### src/rtl/prog_loader.sv
// Boot loader for the 8-bit Harvard core. It optionally seeds the register bank, streams the program into instruction memory, appends a HALT terminator when needed, and runs the core until it halts.
// Optional stream checksum check: define PROG_LOADER_CHECKSUM_EN.
module prog_loader #(
  parameter int             IW        = 32,
  parameter int             IADDR_W   = 6,
  parameter int             RF_DEPTH  = 32,
  parameter int             RF_AW     = 5,
  parameter int             DW        = 8,
  parameter logic [IW-1:0]  HALT_WORD = {IW{1'b1}}
) (
  input  logic               clk,
  input  logic               rst,
  input  logic               start,
  input  logic               init_rf,
  input  logic               s_valid,
  input  logic [IW-1:0]      s_data,
  input  logic               s_last,
  output logic               s_ready,
  output logic               imem_we,
  output logic [IADDR_W-1:0] imem_addr,
  output logic [IW-1:0]      imem_wdata,
  output logic               rf_we,
  output logic [RF_AW-1:0]   rf_addr,
  output logic [DW-1:0]      rf_wdata,
  output logic               pc_clr,
  output logic               core_run,
  input  logic               core_halted,
  output logic               busy,
  output logic               done,
  output logic               err_overflow,
  output logic [IADDR_W:0]   word_count
`ifdef PROG_LOADER_CHECKSUM_EN
  ,
  input  logic [IW-1:0]      exp_sum,
  output logic [IW-1:0]      sum,
  output logic               err_checksum
`endif
);

  typedef enum logic [2:0] {
    S_IDLE,
    S_RF_INIT,
    S_LOAD,
    S_TERM,
    S_RELEASE,
    S_RUN,
    S_DONE
  } state_t;

  localparam logic [IADDR_W:0] WC_FULL = {1'b1, {IADDR_W{1'b0}}};
  localparam logic [IADDR_W:0] WC_LAST = {1'b0, {IADDR_W{1'b1}}};
  localparam logic [RF_AW-1:0] RF_LAST = RF_AW'(RF_DEPTH - 1);

  state_t             state_q, state_d;
  logic [RF_AW-1:0]   rf_cnt_q, rf_cnt_d;
  logic [IADDR_W:0]   wc_q, wc_d;
  logic               ovf_q, ovf_d;
  logic               mem_full;
  logic               xfer;
  logic               ovf_now;
  logic               full_no_halt;
  logic               cks_bad;

`ifdef PROG_LOADER_CHECKSUM_EN
  logic [IW-1:0]      sum_q, sum_d;
  logic [IW-1:0]      exp_q, exp_d;
  logic               cks_err_q, cks_err_d;
`endif

  assign mem_full     = (wc_q == WC_FULL);
  assign xfer         = (state_q == S_LOAD) && s_valid;
  assign ovf_now      = ovf_q || mem_full;
  // The last word fills the final slot, so there is no room left for the terminator.
  assign full_no_halt = !ovf_now && (s_data != HALT_WORD) && (wc_q == WC_LAST);

`ifdef PROG_LOADER_CHECKSUM_EN
  assign cks_bad = ((sum_q + s_data) != exp_q);
`else
  assign cks_bad = 1'b0;
`endif

  always_comb begin
    state_d  = state_q;
    rf_cnt_d = rf_cnt_q;
    wc_d     = wc_q;
    ovf_d    = ovf_q;
`ifdef PROG_LOADER_CHECKSUM_EN
    sum_d     = sum_q;
    exp_d     = exp_q;
    cks_err_d = cks_err_q;
`endif
    case (state_q)
      S_IDLE, S_DONE: begin
        if (start) begin
          wc_d     = '0;
          ovf_d    = 1'b0;
          rf_cnt_d = '0;
`ifdef PROG_LOADER_CHECKSUM_EN
          sum_d     = '0;
          exp_d     = exp_sum;
          cks_err_d = 1'b0;
`endif
          state_d  = init_rf ? S_RF_INIT : S_LOAD;
        end
      end
      S_RF_INIT: begin
        rf_cnt_d = rf_cnt_q + RF_AW'(1);
        if (rf_cnt_q == RF_LAST) begin
          state_d = S_LOAD;
        end
      end
      S_LOAD: begin
        if (xfer) begin
`ifdef PROG_LOADER_CHECKSUM_EN
          sum_d = sum_q + s_data;
`endif
          if (mem_full) begin
            ovf_d = 1'b1;
          end else begin
            wc_d = wc_q + (IADDR_W+1)'(1);
          end
          if (s_last) begin
            if (ovf_now || full_no_halt) begin
              ovf_d = 1'b1;
            end
`ifdef PROG_LOADER_CHECKSUM_EN
            if (cks_bad) begin
              cks_err_d = 1'b1;
            end
`endif
            if (ovf_now || full_no_halt || cks_bad) begin
              state_d = S_DONE;
            end else if (s_data == HALT_WORD) begin
              state_d = S_RELEASE;
            end else begin
              state_d = S_TERM;
            end
          end
        end
      end
      S_TERM: begin
        wc_d    = wc_q + (IADDR_W+1)'(1);
        state_d = S_RELEASE;
      end
      S_RELEASE: begin
        state_d = S_RUN;
      end
      S_RUN: begin
        if (core_halted) begin
          state_d = S_DONE;
        end
      end
      default: begin
        state_d = S_IDLE;
      end
    endcase
  end

  always_ff @(posedge clk) begin
    if (rst) begin
      state_q  <= S_IDLE;
      rf_cnt_q <= '0;
      wc_q     <= '0;
      ovf_q    <= 1'b0;
    end else begin
      state_q  <= state_d;
      rf_cnt_q <= rf_cnt_d;
      wc_q     <= wc_d;
      ovf_q    <= ovf_d;
    end
  end

`ifdef PROG_LOADER_CHECKSUM_EN
  always_ff @(posedge clk) begin
    if (rst) begin
      sum_q     <= '0;
      cks_err_q <= 1'b0;
    end else begin
      sum_q     <= sum_d;
      cks_err_q <= cks_err_d;
    end
  end

  // Expected sum is data only; it is reloaded on every start.
  always_ff @(posedge clk) begin
    exp_q <= exp_d;
  end

  assign sum          = sum_q;
  assign err_checksum = cks_err_q;
`endif

  always_comb begin
    s_ready      = (state_q == S_LOAD);
    imem_we      = (xfer && !mem_full) || (state_q == S_TERM);
    imem_addr    = imem_we ? wc_q[IADDR_W-1:0] : '0;
    imem_wdata   = '0;
    if (state_q == S_TERM) begin
      imem_wdata = HALT_WORD;
    end else if (imem_we) begin
      imem_wdata = s_data;
    end
    rf_we        = (state_q == S_RF_INIT);
    rf_addr      = rf_we ? rf_cnt_q : '0;
    rf_wdata     = rf_we ? DW'(rf_cnt_q) : '0;
    pc_clr       = (state_q == S_RELEASE);
    core_run     = (state_q == S_RUN);
    busy         = (state_q != S_IDLE) && (state_q != S_DONE);
    done         = (state_q == S_DONE);
    err_overflow = ovf_q;
    word_count   = wc_q;
  end

endmodule

### config.mk
export PLATFORM = sky130hd
export DESIGN_NAME = prog_loader
export DESIGN_NICKNAME = d
export VERILOG_FILES = /design/src/rtl/prog_loader.sv
export SDC_FILE = /design/constraint.sdc
export NUM_CORES = 1
export LEC_CHECK = 0
export BUFFER_PORTS_ARGS = -buffer_cell sky130_fd_sc_hd__buf_2
export CAP_MARGIN = 40
export CELL_PAD_IN_SITES_DETAIL_PLACEMENT = 1
export CELL_PAD_IN_SITES_GLOBAL_PLACEMENT = 1
export CORE_ASPECT_RATIO = 1.25
export CORE_MARGIN = 4
export CORE_UTILIZATION = 25
export CTS_CLUSTER_DIAMETER = 50
export CTS_CLUSTER_SIZE = 10
export DETAILED_ROUTE_END_ITERATION = 8
export PLACE_DENSITY_LB_ADDON = 0.2
export SYNTH_ARGS = -nofsm -noshare
export SYNTH_HDL_FRONTEND = slang
export SYNTH_SLANG_ARGS = --single-unit
### constraint.sdc
create_clock -name clk -period 2 [get_ports clk]
set_clock_uncertainty 0.15 [all_clocks]
set_input_delay 0.2 -clock clk [delete_from_list [all_inputs] [get_ports clk]]
set_output_delay 0.2 -clock clk [all_outputs]
set_load 0.02 [all_outputs]
==> flow_metrics.env, run 1 <==
export IMPL_slowest_delay_ns=0.39
export IMPL_worst_path_max_fanout=5
export IMPL_cts_sinks=16
export IMPL_hold_slack_ns=0.186
export IMPL_final_setup_viol_count=21
export IMPL_rsz0062_at_grt="true"
export IMPL_drt_pre_antenna_iters=4
export IMPL_drive_gt1_frac=0.505
export IMPL_synth_edf_count=0
export IMPL_cts_tree="yes"
export IMPL_drv_cap=0
export IMPL_ys_warnings_count=0
export IMPL_period_needed_ns=2.05
export IMPL_grt_overflow_total=0
export IMPL_antennaDiodeCount=0
export IMPL_ant_nets=0
export IMPL_ys_types=46
export IMPL_power_frac_comb=0.594
export IMPL_placed_cells=378
export IMPL_hold_start="start"
export IMPL_peakVddDrop_mv=0.238
export IMPL_h_tree_depth=1
export IMPL_status="finished, violations left"
export IMPL_fp_coreArea_um2=5860
export IMPL_grt_first_pass_wirelength_mm=8.78
export IMPL_dieArea_um2=7450
export IMPL_p_per_area_nw_per_um2=693
export IMPL_cp_endpoint="imem_addr[1]"
export IMPL_clk_latency_ns=0.26
export IMPL_clockBufferDepth=2
export IMPL_crit_chain="nor4b_4, a21oi_4, or2_4, and2_4, buf_6"
export IMPL_syn_area_um2=1530
export IMPL_seq_area_frac_synth=0.209
export IMPL_timing_critical_path_buf_inv=1
export IMPL_layout_nets=347
export IMPL_die_y_um=95.5
export IMPL_synth_seq_cells=16
export IMPL_worstSetupStartpointType="flop"
export IMPL_fin_util=0.407
export IMPL_reg2reg_from="rf_cnt_q[1]"
export IMPL_r2r_setup_slack_ns=0.15
export IMPL_dpl_hpwl_mm=4.45
export IMPL_routed_via_count=1880
export IMPL_hold_violations=0
export IMPL_switching_share=0.430
export IMPL_fill_cells=748
export IMPL_wl_per_cell_um=14.7
export IMPL_violations="negative setup slack"
export IMPL_setup_slack_ns=-0.0504
export IMPL_cp_depth=5
export IMPL_arrival_ns=1.70
export IMPL_drt_vias_per_instance=4.88
export IMPL_grt_max_degree=38
export IMPL_ios=105
export IMPL_crit_required_ns=1.65
export IMPL_clkTransAtPathRegs_ns=0.07
export IMPL_die_x_um=78.0
export IMPL_start_util=0.261
export IMPL_reg2regPathDepth=7
export IMPL_synth_flop_cell="dfxtp_1"
export IMPL_fmax_ghz=0.488
export IMPL_areaGrowthSynthToFinish_pct=55.6
export IMPL_fin_crit_sh=1.03
export IMPL_port_buffers=101
export IMPL_dpl_worst_slack_ns=0.0270
export IMPL_grt_pass1_vias=1928
export IMPL_final_cells=385
export IMPL_internal_power_uw=941
export IMPL_place_congestion=0.754
export IMPL_root_buffer="clkbuf_8"
export IMPL_hold_path_depth=4
export IMPL_min_path_type="input pin to flop"
export IMPL_synthCells=197
export IMPL_cts_buffers=3
export IMPL_drt_total_wl_mm=5.67
export IMPL_syn_area_per_cell_um2=7.77
export IMPL_drc=0
export IMPL_p_sw_uw=710
export IMPL_cp_end_kind="primary output"
export IMPL_worstSetupPathType="flop to primary output"
export IMPL_rr_endpoint="state_q[0]"
export IMPL_slowest_stage="nor4b_4"
export IMPL_critical_path_startpoint="word_count[5]"
export IMPL_rows=31
export IMPL_antenna_found_initial=0
export IMPL_pwr_share_seq=0.225
export IMPL_grt_util_all_layers=0.145
export IMPL_synthArstFlopShare=0
export IMPL_leakage_uw=0.00143
export IMPL_p_clk_frac=0.181
export IMPL_dr_first_iter_drc_count=45
export IMPL_slew_viol_final=0
export IMPL_path_delay_family="simple AND/OR/NAND/NOR gates"
## flip-flops by register name, summed over array words and instances, names as in the netlist
name / cells
rf_cnt_q: 5
state_q: 3
err_overflow: 1
word_count: 7
## what timing repair did
| action | 4_1_cts | 5_1_grt |
|---|---|---|
| setup endpoints to repair | 37 | 49 |
| gates resized for setup | 17 | 20 |
| hold buffers | 0 | 0 |
| pin swaps | 3 | 8 |
| hold endpoints to repair | 0 | 0 |
| gates cloned | 0 | 1 |
| setup buffers | 0 | 2 |
## through the flow
stage | setup TNS [ns] | instance area, um2 | power, uW
floorplan | -0.540 | 1540 | 973
global placement | 0 | 2180 | 1290
detailed placement | 0 | 2180 | 1300
CTS | -1.69 | 2280 | 1620
global route | -3.84 | 2380 | 1770
finish | -0.443 | 2380 | 1650
## final cells by class
type,count,area [um2],share of cell area
well taps,82,103,0.0431
repair buffers,122,762,0.320
flip-flops and latches,16,332,0.139
multi-input cells,156,1110,0.467
inverters,5,18.8,0.00788
clock buffers,4,55.1,0.0231
## synth_stat cells (all sizes together), types with 4 or more instances
master  instances  share of area
a21o           33           0.16
a21oi          10          0.035
and2           10          0.041
buf            18          0.078
clkbuf          4         0.0098
dfxtp          16           0.21
ha              4          0.033
inv             5          0.012
nand2          11          0.027
nand4          12          0.049
nor2           10          0.025
nor2b           5          0.020
nor3            6          0.020
nor4            4          0.016
o21ai           4          0.013
xnor2           5          0.029
## worst min path at each step
stage / end / slack, ns
final: state_q[1] / 0.19
after global routing: err_overflow / 0.23
after CTS: state_q[1] / 0.19
after detailed placement: rf_cnt_q[4] / 0.35
after global placement: rf_cnt_q[4] / 0.33
after floorplan: state_q[1] / 0.25
## power by group through the flow
stage / sequential, uW / clock [uW] / combinational (uW)
finish: 372 / 299 / 980
global route: 376 / 318 / 1070
CTS: 370 / 316 / 933
detailed placement: 376 / 0 / 920
global placement: 378 / 0 / 914
floorplan: 366 / 0 / 607
## worst register-to-register path: cells and delay by family, from the launching register on
family / cells / cell delay [ns]
AO/OA/AOI/OAI: 3 / 0.40
adder cells (fa/ha/maj): 2 / 0.36
flip-flops: 1 / 0.33
AND/OR/NAND/NOR: 2 / 0.55
## cell usage in the layout, fill, tap and decap left out, types with 2 or more instances in the layout
cell and count:
and2_1 6, dfxtp_2 6, nand2_1 11, conb_1 3, inv_1 5, dfxtp_1 9
a31o_2 2, a31oi_1 3, buf_12 2, or2_2 2, nor3_1 5, o21bai_1 2
xnor2_1 5, nand2b_1 3, nor2_1 10, nor4_1 4, a21oi_1 8, ha_1 3
clkbuf_8 4, a22o_1 2, buf_4 18, o21ai_0 4, buf_2 92, o2bb2ai_1 2
and3_1 2, and2_4 4, nor3b_1 2, a21o_1 33, xor2_1 2, mux2_2 2
nor2b_1 4, nand4_1 12, buf_6 9
## routing by layer
layer | global-route usage | up-vias | share of wire
met1 | 0.162 | 880 | 0.41
li1 | - | 922 | -
met5 | 0 | - | 0
met3 | 0.0293 | 5 | 0.074
met4 | 0.0437 | 0 | 0.013
met2 | 0.276 | 73 | 0.51
## cells by family after synthesis
family	Yosys count	synth area share
AOI/OAI and AO/OA	64	0.302
adders and majority gates	4	0.0327
DFF	16	0.209
buffers and inverters	27	0.100
xor gates and xnor gates	7	0.0400
muxes	3	0.0212
and+or+nand+nor	75	0.292
other	1	0.00245
Power figures use the tool's default switching activity.
==> run 2: changes to the inputs <==
- CORE_UTILIZATION: 25 -> 26
- CTS_BUF_LIST: unset -> sky130_fd_sc_hd__clkbuf_2 sky130_fd_sc_hd__clkbuf_4 sky130_fd_sc_hd__clkbuf_8
==> run 2 against run 1 <==
Against the previous run:
- the run still ends with negative setup slack left
- maximum frequency increased by 1.4%
- via count increased by 1.6%
- core utilization increased by 4.3 points
- sequential share of layout area decreased by 0.92 points
- sequential power about the same
- first-iteration DRC count increased by 27%
- global-route usage increased by 3.0 points
- worst hold slack improved by 0.0092 ns
- cell count decreased by 2.6%
- combinational power increased by 18%
- routed wire length increased by 9.9%
==> flow_metrics.env, run 2 (synthesis results as in run 1) <==
export IMPL_status="finished, violations left"
export IMPL_violations="negative setup slack"
export IMPL_placed_cells=362
export IMPL_leakage_uw=0.00148
export IMPL_ios=105
export IMPL_antennaDiodeCount=0
export IMPL_dpl_hpwl_mm=4.48
export IMPL_peakVddDrop_mv=0.302
export IMPL_drt_total_wl_mm=6.23
export IMPL_fmax_ghz=0.495
export IMPL_dr_first_iter_drc_count=57
export IMPL_drc=0
export IMPL_rsz0062_at_grt="true"
export IMPL_worstSetupPathType="flop to primary output"
export IMPL_final_cells=375
export IMPL_drv_cap=0
export IMPL_grt_first_pass_wirelength_mm=10.3
export IMPL_grt_overflow_total=0
export IMPL_rows=31
export IMPL_clkTransAtPathRegs_ns=0.07
export IMPL_worst_path_max_fanout=5
export IMPL_slowest_stage="dfxtp_4"
export IMPL_largest_reg_flops=7
export IMPL_hold_buffers=0
export IMPL_cp_end_kind="primary output"
export IMPL_slowest_delay_ns=0.36
export IMPL_period_needed_ns=2.02
export IMPL_layout_cells_most_common="buf_2"
export IMPL_fill_cells=706
export IMPL_worst_slew_pin_slew_ns=0.512
export IMPL_drt_pre_antenna_iters=4
export IMPL_worstSetupStartpointType="flop"
export IMPL_final_setup_viol_count=4
export IMPL_setup_slack_ns=-0.0211
export IMPL_grt_util_all_layers=0.175
export IMPL_place_congestion=0.770
export IMPL_fp_coreArea_um2=5740
export IMPL_ant_nets=0
export IMPL_hold_slack_ns=0.195
export IMPL_dpl_worst_slack_ns=0.00451
export IMPL_arrival_ns=1.67
export IMPL_die_y_um=93.8
export IMPL_final_cell_mix="64 x buf_2, 40 x buf_6, 33 x a21o_1, 23 x buf_4, 12 x nand4_1"
export IMPL_p_per_area_nw_per_um2=706
export IMPL_clk_latency_ns=0.25
export IMPL_layout_nets=353
export IMPL_grt_pass1_vias=2132
export IMPL_root_buffer="clkbuf_8"
export IMPL_clockBufferDepth=2
export IMPL_dieArea_um2=7190
export IMPL_start_util=0.267
export IMPL_cts_sinks=16
export IMPL_port_buffers=101
export IMPL_cts_buffers=3
export IMPL_cts_tree="yes"
export IMPL_min_path_type="input pin to flop"
export IMPL_power_total_uw=1820
export IMPL_routed_via_count=1911
export IMPL_drive_gt1_frac=0.528
export IMPL_areaGrowthSynthToFinish_pct=68.5
export IMPL_wl_per_cell_um=16.6
export IMPL_die_x_um=76.6
export IMPL_fin_crit_sh=1.01
export IMPL_drt_vias_per_instance=5.10
export IMPL_hold_violations=0
export IMPL_h_tree_depth=1
export IMPL_slew_viol_final=0
export IMPL_crit_chain="nor4b_4, a21oi_4, or2_4, and2_4, buf_6"
export IMPL_grt_max_degree=17
export IMPL_antenna_found_initial=0
export IMPL_crit_required_ns=1.65
export IMPL_slew_headroom=0.656
[run 2: path summary, 6_finish.rpt]
check	start	endpoint	slack [ns]	cells after the start
worst max-delay path	word_count[5]	imem_addr[1]	-0.02	5
worst min-delay path	start	state_q[1]	0.20	4
worst max register to register	rf_cnt_q[1]	state_q[0]	0.11	7
worst min register to register	rf_cnt_q[4]	rf_cnt_q[4]	0.36	1
[run 2: report_power, final]
part	internal [uW]	switching [uW]	total [uW]
logic	554	609	1160
registers	342	28.4	370
clock network	175	115	290
[run 2: layout make-up]
| cell class | count | area, um2 | share of cell area |
|---|---|---|---|
| Sequential cell | 16 | 335 | 0.130 |
| Timing Repair Buffer | 128 | 963 | 0.373 |
| Inverter | 5 | 18.8 | 0.00727 |
| Clock buffer | 4 | 55.1 | 0.0213 |
| Tap cell | 66 | 82.6 | 0.0320 |
| Multi-Input combinational cell | 156 | 1120 | 0.436 |
[run 2: routing by layer]
layer,GRT usage,up-vias,routed length (um)
met3,0.0461,4,516
met1,0.188,897,2400
met5,0,-,0
met4,0.0272,0,29
li1,-,928,-
met2,0.345,82,3280
[run 2: timing repair]
item                       in CTS  in global routing
pin swaps                      19                 10
setup endpoints to repair      38                 50
setup buffers                   7                  3
resized for setup              90                 14
gates cloned                    2                  0
[run 2: stage by stage]
stage | util | TNS, ns | area [um2]
after detailed placement | 0.376 | 0 | 2160
final | 0.449 | -0.0256 | 2580
after floorplan | - | -0.540 | 1540
after global routing | 0.449 | -0.759 | 2580
after CTS | 0.451 | -0.471 | 2590
after global placement | 0.376 | 0 | 2160
[run 2: critical path, delay by kind of cell (launching register included)]
family / cells / cell delay, ns
and+or+nand+nor: 3 / 0.81
buffers and inverters: 1 / 0.12
DFF: 1 / 0.36
AOI/OAI and AO/OA: 1 / 0.13
==> run 3: changes to the inputs <==
- CORE_UTILIZATION: 26 -> 29
- clock period: 2 -> 2.1 ns (I/O delays scaled with it)
==> run 3 against run 2 <==
Against the previous run:
- the run still ends with negative setup slack left
- highest routed layer unchanged
- register-to-register slack barely moved
- die area is 9.4% lower
- critical endpoint is now imem_wdata[21]
- via count increased by 0.16%
- cell area is 1.7% lower
- critical path type unchanged
- first-iteration DRC count increased by 33%
- sequential power shrank 3%
- largest cell class unchanged
==> flow_metrics.env, run 3 (synthesis results as in run 1) <==
export IMPL_slew_viol_final=0
export IMPL_fmax_ghz=0.475
export IMPL_cts_buffers=3
export IMPL_timing_critical_path_buf_inv=4
export IMPL_grt_util_all_layers=0.162
export IMPL_slew_headroom=0.662
export IMPL_grt_first_pass_wirelength_mm=8.52
export IMPL_layout_cells_most_common="buf_2"
export IMPL_ios=105
export IMPL_path_delay_family="buffers and inverters"
export IMPL_rsz0062_at_grt="true"
export IMPL_antennaDiodeCount=0
export IMPL_clockBufferDepth=2
export IMPL_cp_end_kind="primary output"
export IMPL_slowest_delay_ns=0.33
export IMPL_drt_vias_per_instance=5.23
export IMPL_clk_latency_ns=0.25
export IMPL_slowest_stage="dfxtp_2"
export IMPL_drt_pre_antenna_iters=4
export IMPL_clkTransAtPathRegs_ns=0.06
export IMPL_gr_max_usage_layer="met2"
export IMPL_start_util=0.299
export IMPL_grt_pass1_vias=1832
export IMPL_root_buffer="clkbuf_8"
export IMPL_drive_gt1_frac=0.507
export IMPL_areaGrowthSynthToFinish_pct=65.5
export IMPL_dpl_hpwl_mm=4.51
export IMPL_fp_coreArea_um2=5120
export IMPL_fill_cells=644
export IMPL_arrival_ns=1.74
export IMPL_place_congestion=0.790
export IMPL_leakage_uw=0.00147
export IMPL_grt_use_met2=0.312
export IMPL_grt_util_met1=0.181
export IMPL_final_setup_viol_count=2
export IMPL_fin_crit_sh=1.00
export IMPL_drv_cap=0
export IMPL_grt_overflow_total=0
export IMPL_crit_chain="inv_2, ha_4, nor2b_4, a21oi_4, clkbuf_16, buf_8, a21o_1, buf_6"
export IMPL_final_cell_mix="74 x buf_2, 33 x a21o_1, 30 x buf_6, 13 x buf_4, 12 x nand4_1"
export IMPL_wl_per_cell_um=16.6
export IMPL_rows=29
export IMPL_hold_buffers=0
export IMPL_p_per_area_nw_per_um2=666
export IMPL_peakVddDrop_mv=0.340
export IMPL_die_x_um=73
export IMPL_cts_tree="yes"
export IMPL_violations="negative setup slack"
export IMPL_h_tree_depth=1
export IMPL_antenna_found_initial=0
export IMPL_met3_usage=0.0337
export IMPL_drt_total_wl_mm=6.08
export IMPL_final_cells=366
export IMPL_port_buffers=101
export IMPL_ant_nets=0
export IMPL_grt_max_degree=38
export IMPL_dr_first_iter_drc_count=76
export IMPL_min_path_type="input pin to flop"
export IMPL_dieArea_um2=6520
export IMPL_placed_cells=353
export IMPL_crit_required_ns=1.74
export IMPL_die_y_um=89.3
export IMPL_worst_path_max_fanout=8
export IMPL_status="finished, violations left"
export IMPL_cts_sinks=16
export IMPL_worst_slew_pin_slew_ns=0.507
export IMPL_worstSetupPathType="flop to primary output"
export IMPL_largest_reg_flops=7
export IMPL_drc=0
export IMPL_dpl_worst_slack_ns=0.116
export IMPL_setup_slack_ns=-0.00440
export IMPL_routed_via_count=1914
export IMPL_hold_violations=0
export IMPL_period_needed_ns=2.10
export IMPL_layout_nets=349
export IMPL_worstSetupStartpointType="flop"
==> run 3: cell types whose count changed in the layout (fill, tap and decap cells not counted), moves of 2 or more <==
cell / delta
buf_2: +10
buf_4: -10
buf_6: -10
buf_8: +2
clkbuf_16: +3
dfxtp_1: +2
==> run 3: area by class of cell <==
class / instances / area (um2) / area share
inverter: 5 / 18.8 / 0.00740
tap: 62 / 77.6 / 0.0306
clock buffer: 3 / 41.3 / 0.0163
timing repair buffer: 124 / 951 / 0.375
multi-input combinational: 156 / 1120 / 0.440
sequential: 16 / 330 / 0.130
==> run 3: worst reg2reg max path: cells and delay by family, from the launching register on <==
| family | cells | cell delay (ns) |
|---|---|---|
| flip-flops | 1 | 0.33 |
| AO/OA/AOI/OAI | 3 | 0.44 |
| adder cells (fa/ha/maj) | 2 | 0.39 |
| AND/OR/NAND/NOR | 2 | 0.62 |
==> run 3: timing repair <==
| item | 4_1_cts | 5_1_grt |
|---|---|---|
| buffers inserted | 1 | 5 |
| resized for setup | 3 | 78 |
| setup endpoints to repair | 16 | 45 |
| pin swaps | 1 | 24 |
| gates cloned | 0 | 4 |
==> run 3: through the flow <==
stage               setup TNS, ns  utilization  total power (uW)  area, um2  hold WS [ns]
detailed placement              0        0.413              1220       2110         0.343
CTS                             0        0.424              1460       2170         0.224
floorplan                       0            -               926       1540         0.264
global route                -1.53        0.495              1790       2530         0.259
finish                   -0.00858        0.495              1690       2530         0.235
global placement                0        0.413              1210       2110         0.330
==> run 3: final timing paths <==
path                 start        endpoint  slack [ns]  cells past startpoint
max          word_count[1]  imem_wdata[21]      -0.004                      8
max reg2reg    rf_cnt_q[0]      state_q[0]        0.10                      7
min reg2reg    rf_cnt_q[4]     rf_cnt_q[4]        0.35                      1
min                    rst      state_q[2]        0.24                      4
==> run 3: where the power goes <==
part	internal (uW)	total (uW)	switching, uW
Sequential	326	360	34.3
Combinational	528	1100	570
Clock	127	229	102
==> run 3: routing by layer <==
| metal | up-vias | part of all wire |
|---|---|---|
| met4 | 0 | 0.0085 |
| met2 | 77 | 0.53 |
| li1 | 917 | - |
| met3 | 6 | 0.075 |
| met1 | 914 | 0.38 |
| met5 | - | 0 |
